File: src/rtl/mips_multicycle_ctrl.sv
// Main control FSM for the multicycle MIPS datapath: one ALU shared across fetch/decode/execute/mem/writeback.
// Outputs decode combinationally from state and inputs; FETCH, MEMRD and MEMWR stall on mem_ready.
module mips_multicycle_ctrl #(
  parameter int STATE_W = 4
) (
  input  logic               clk,
  input  logic               rst,
  input  logic [5:0]         opcode,
  input  logic [5:0]         funct,
  input  logic               zero,
  input  logic               mem_ready,
  output logic               pc_en,
  output logic               ir_write,
  output logic               mem_write,
  output logic               i_or_d,
  output logic               reg_write,
  output logic               reg_dst,
  output logic               mem_to_reg,
  output logic               alu_src_a,
  output logic [1:0]         alu_src_b,
  output logic [1:0]         pc_src,
  output logic [2:0]         alu_op_sel,
  output logic               illegal_op,
  output logic [STATE_W-1:0] state_dbg
);

  typedef enum logic [3:0] {
    S_FETCH   = 4'd0,
    S_DECODE  = 4'd1,
    S_MEMADR  = 4'd2,
    S_MEMRD   = 4'd3,
    S_MEMWB   = 4'd4,
    S_MEMWR   = 4'd5,
    S_EXECUTE = 4'd6,
    S_ALUWB   = 4'd7,
    S_BRANCH  = 4'd8,
    S_ADDIEX  = 4'd9,
    S_ADDIWB  = 4'd10,
    S_JUMP    = 4'd11
  } state_e;

  localparam logic [5:0] OP_RTYPE = 6'b000000;
  localparam logic [5:0] OP_LW    = 6'b100011;
  localparam logic [5:0] OP_SW    = 6'b101011;
  localparam logic [5:0] OP_BEQ   = 6'b000100;
  localparam logic [5:0] OP_ADDI  = 6'b001000;
  localparam logic [5:0] OP_J     = 6'b000010;

  localparam logic [5:0] FN_ADD = 6'b100000;
  localparam logic [5:0] FN_SUB = 6'b100010;
  localparam logic [5:0] FN_AND = 6'b100100;
  localparam logic [5:0] FN_OR  = 6'b100101;
  localparam logic [5:0] FN_SLT = 6'b101010;

  localparam logic [2:0] ALU_AND = 3'b000;
  localparam logic [2:0] ALU_OR  = 3'b001;
  localparam logic [2:0] ALU_ADD = 3'b010;
  localparam logic [2:0] ALU_SUB = 3'b110;
  localparam logic [2:0] ALU_SLT = 3'b111;

  state_e     state_q, state_d;
  logic       funct_ok;
  logic [2:0] funct_op;

  always_ff @(posedge clk or posedge rst) begin
    if (rst) begin
      state_q <= S_FETCH;
    end else begin
      state_q <= state_d;
    end
  end

  always_comb begin
    funct_ok = 1'b1;
    funct_op = ALU_ADD;
    case (funct)
      FN_ADD:  funct_op = ALU_ADD;
      FN_SUB:  funct_op = ALU_SUB;
      FN_AND:  funct_op = ALU_AND;
      FN_OR:   funct_op = ALU_OR;
      FN_SLT:  funct_op = ALU_SLT;
      default: funct_ok = 1'b0;
    endcase
  end

  always_comb begin
    state_d    = state_q;
    pc_en      = 1'b0;
    ir_write   = 1'b0;
    mem_write  = 1'b0;
    i_or_d     = 1'b0;
    reg_write  = 1'b0;
    reg_dst    = 1'b0;
    mem_to_reg = 1'b0;
    alu_src_a  = 1'b0;
    alu_src_b  = 2'b00;
    pc_src     = 2'b00;
    alu_op_sel = ALU_ADD;
    illegal_op = 1'b0;

    case (state_q)
      S_FETCH: begin
        alu_src_b = 2'b01;
        ir_write  = mem_ready;
        pc_en     = mem_ready;
        if (mem_ready) state_d = S_DECODE;
      end
      S_DECODE: begin
        // Speculatively form the branch target while the opcode is decoded.
        alu_src_b = 2'b11;
        case (opcode)
          OP_LW, OP_SW: state_d = S_MEMADR;
          OP_BEQ:       state_d = S_BRANCH;
          OP_ADDI:      state_d = S_ADDIEX;
          OP_J:         state_d = S_JUMP;
          OP_RTYPE: begin
            if (funct_ok) begin
              state_d = S_EXECUTE;
            end else begin
              state_d    = S_FETCH;
              illegal_op = 1'b1;
            end
          end
          default: begin
            state_d    = S_FETCH;
            illegal_op = 1'b1;
          end
        endcase
      end
      S_MEMADR: begin
        alu_src_a = 1'b1;
        alu_src_b = 2'b10;
        state_d   = (opcode == OP_LW) ? S_MEMRD : S_MEMWR;
      end
      S_MEMRD: begin
        i_or_d = 1'b1;
        if (mem_ready) state_d = S_MEMWB;
      end
      S_MEMWB: begin
        reg_write  = 1'b1;
        mem_to_reg = 1'b1;
        state_d    = S_FETCH;
      end
      S_MEMWR: begin
        i_or_d    = 1'b1;
        mem_write = 1'b1;
        if (mem_ready) state_d = S_FETCH;
      end
      S_EXECUTE: begin
        alu_src_a  = 1'b1;
        alu_op_sel = funct_op;
        state_d    = S_ALUWB;
      end
      S_ALUWB: begin
        reg_write = 1'b1;
        reg_dst   = 1'b1;
        state_d   = S_FETCH;
      end
      S_BRANCH: begin
        alu_src_a  = 1'b1;
        alu_op_sel = ALU_SUB;
        pc_src     = 2'b01;
        pc_en      = zero;
        state_d    = S_FETCH;
      end
      S_ADDIEX: begin
        alu_src_a = 1'b1;
        alu_src_b = 2'b10;
        state_d   = S_ADDIWB;
      end
      S_ADDIWB: begin
        reg_write = 1'b1;
        state_d   = S_FETCH;
      end
      S_JUMP: begin
        pc_src  = 2'b10;
        pc_en   = 1'b1;
        state_d = S_FETCH;
      end
      default: state_d = S_FETCH;
    endcase

    // State is already FETCH under reset; only the strobes need masking.
    if (rst) begin
      pc_en      = 1'b0;
      ir_write   = 1'b0;
      mem_write  = 1'b0;
      reg_write  = 1'b0;
      illegal_op = 1'b0;
    end
  end

  assign state_dbg = STATE_W'(state_q);

endmodule

File: config.mk
export PLATFORM = sky130hd
export DESIGN_NAME = mips_multicycle_ctrl
export DESIGN_NICKNAME = d
export VERILOG_FILES = /design/src/rtl/mips_multicycle_ctrl.sv
export SDC_FILE = /design/constraint.sdc
export NUM_CORES = 1
export LEC_CHECK = 0
export ABC_AREA = 1
export CAP_MARGIN = 5
export CORE_UTILIZATION = 25
export DETAILED_ROUTE_END_ITERATION = 8
export PLACE_DENSITY = 0.56
export SYNTH_ARGS = -nofsm -noshare
export SYNTH_HDL_FRONTEND = slang
export SYNTH_SLANG_ARGS = --single-unit
File: constraint.sdc
create_clock -name clk -period 3.15 [get_ports clk]
set_clock_uncertainty 0.15 [all_clocks]
set_input_delay 0.945 -clock clk [delete_from_list [all_inputs] [get_ports clk]]
set_output_delay 0.945 -clock clk [all_outputs]
set_load 0.01 [all_outputs]
==> results.yml <==
layout:
  diodes: 0
  regArea_sq_um: 100
  utilization: 0.490
  drive_gt1_frac: 0.222
  largest_register_ffs: 4
  area_growth_pct: 83.1
  fin_area_sq_mm: 0.00109
  nets: 180
  fill_cells: 249
  multi_input_area_sq_um: 437
synth:
  ys_ff_latch: 4
  ys_types: 19
  yosysWarnings: 0
  synth_area_per_cell_sq_um: 5.20
  seq_area_frac_synth: 0.167
  synthCells: 115
  synth_area_sq_um: 598
  syn_nets: 131
floorplan:
  core_sq_mm: 0.00223
  die_h_microns: 50.9
  dieArea_sq_mm: 0.00259
  start_util: 0.268
  die_w_microns: 50.9
  io_pins: 36
  num_rows: 17
critical_path:
  required_ps: 2050
  worst_path_max_delay_cell: "dlygate4sd2_1"
  max_stage_delay_ps: 270
  critPathCaptureType: "output port"
  crit_path_cell_trace: "dlygate4sd2_1, nor2_1, nand3_1, or2_1, nand2_1, clkdlybuf4s15_2"
  cp_top_family: "simple AND/OR/NAND/NOR gates"
  worst_ep_arrival_time_ps: 1990
  critPathMaxFanout: 3
  critical_path_buf_inv_count: 2
  critical_path_class: "in2out"
  startpoint_type: "primary input"
timing:
  worstMarginPinSlew_ps: 249
  timing.final.crit_share: 0.979
  final.setup.worst_slack_ps: 66.0
  final-max-slew-violation-count: 0
  finalHoldViolCount: 0
  maxSlewHeadroom: 0.832
  final.setup.tns_ps: 0
  period_needed_ps: 3080
  finalSetupViolations: 0
  rsz0062_at_grt: "no"
  max_freq_ghz: 0.324
detailed_routing:
  antenna_left: 0
  drc_errors: 0
  vias_per_cell: 4.55
  dr.pass1.iters: 4
  wl_per_cell_microns: 10.4
  vias: 864
  first_iter_violations: 19
  drt_wl_total_microns: 1970
cts:
  ctsHoldBuffers: 0
  clk_latency_ps: 230
  cts_buffer_depth: 2
  clkTransAtPathRegs_ps: 40
  cts_tree: "built"
  htree_levels: 1
  cts_root_buf: "clkbuf_4"
  numCtsBuffers: 3
  cts_sinks: 4
place:
  place_area_sq_mm: 0.00104
  place_ws_ps: -518
  dp_hpwl_microns: 1650
  place_congestion: 0.850
  portBuffers: 35
global_routing:
  grt-ovfl-total: 0
  grt_pass1_wl_microns: 3370
  grt_max_degree: 7
  antenna_found_initial: 0
  grt_usage: 0.170
  grt_pass1_vias: 826
job:
  maxCapViolations: 0
worst_hold_path:
  hold_class: "reg2reg"
power:
  p_leak_uw: 0.000672
  ir_drop_v: 0.000234
  cellPowerDensity_mw_per_mm2: 408
run_status:
  outcome: "finished, final reports clean"
-- final cells by class --
cell class              instances  area share
repair buffers                 44       0.368
well taps                      28      0.0320
inverters                      26      0.0891
multi-input cells              85       0.399
flip-flops and latches          4      0.0914
clock buffers                   3      0.0206
-- worst paths after layout --
kind | start | end | slack (ps) | depth (start not counted)
max reg2reg | state_dbg[0] | state_dbg[0] | 1750 | 9
max | funct[0] | alu_op_sel[2] | 70 | 6
min | state_dbg[0] | state_dbg[0] | 530 | 2
min in group asynchronous | rst | state_dbg[0] | 920 | 3
max in group asynchronous | rst | state_dbg[3] | 1830 | 3
min reg2reg | state_dbg[0] | state_dbg[0] | 530 | 2
-- where the power goes --
group | internal (uW) | switching (uW) | leakage, uW
sequential | 64.4 | 17.9 | 0.0000534
combinational | 136 | 164 | 0.000605
clock | 42.7 | 21.6 | 0.0000138
total | 243 | 204 | 0.000672
-- cell families (layout without fill, tap and decap cells) --
| logic type | Yosys count | in the layout | synth area share |
|---|---|---|---|
| buffers and inverters | 26 | 73 | 0.163 |
| flip-flops | 4 | 4 | 0.167 |
| AND/OR/NAND/NOR | 74 | 74 | 0.559 |
| AO/OA/AOI/OAI | 11 | 11 | 0.111 |
-- tightest hold or removal path, stage by stage, from the launching register on --
cell and delay (ps):
dfrtp_1 400, inv_1 130, o21ai_0 100
-- cell usage after synthesis, drive strengths merged --
library cell  number  area [sq um]
a21oi              2          10.0
a31oi              1          6.26
and2               1          6.26
and3               1          6.26
dfrtp              4           100
inv               26          97.6
nand2             30           115
nand3             12          60.1
nand4              2          12.5
nor2              26           123
nor3               1          5.00
o21ai              7          42.5
o31ai              1          7.51
or2                1          6.26
-- repair_timing --
item                                    CTS  global route
endpoints found under the setup margin    8             3
gates resized for setup                  32             8
pin swaps                                 5             1
setup buffers                             1             0
-- per-stage QoR --
stage | hold WS, ps | total power (uW) | cells
floorplan | 509 | 245 | 115
global placement | 544 | 394 | 186
detailed placement | 524 | 395 | 186
CTS | 535 | 452 | 190
global route | 594 | 491 | 190
finish | 525 | 447 | 190
-- cells in the final DEF (no fill, tap or decap), drive strengths merged --
cell type / count
o21ai: 7
nand3: 12
and2: 1
clkbuf: 3
clkdlybuf4s15: 1
a21oi: 2
or2: 1
nand2: 30
nand4: 2
clkdlybuf4s50: 15
nor3: 1
buf: 11
o31ai: 1
and3: 1
dlymetal6s2s: 4
a31oi: 1
inv: 26
dlygate4sd2: 13
dfrtp: 4
nor2: 26
-- per-layer routing --
layer / routed length (microns) / track usage / share of wire
met3: 57 / 0.0179 / 0.029
met5: 0 / 0 / 0
met1: 837 / 0.195 / 0.42
met4: 0 / 0.0556 / 0
met2: 1080 / 0.320 / 0.55
(Power assumes the default switching activity.)
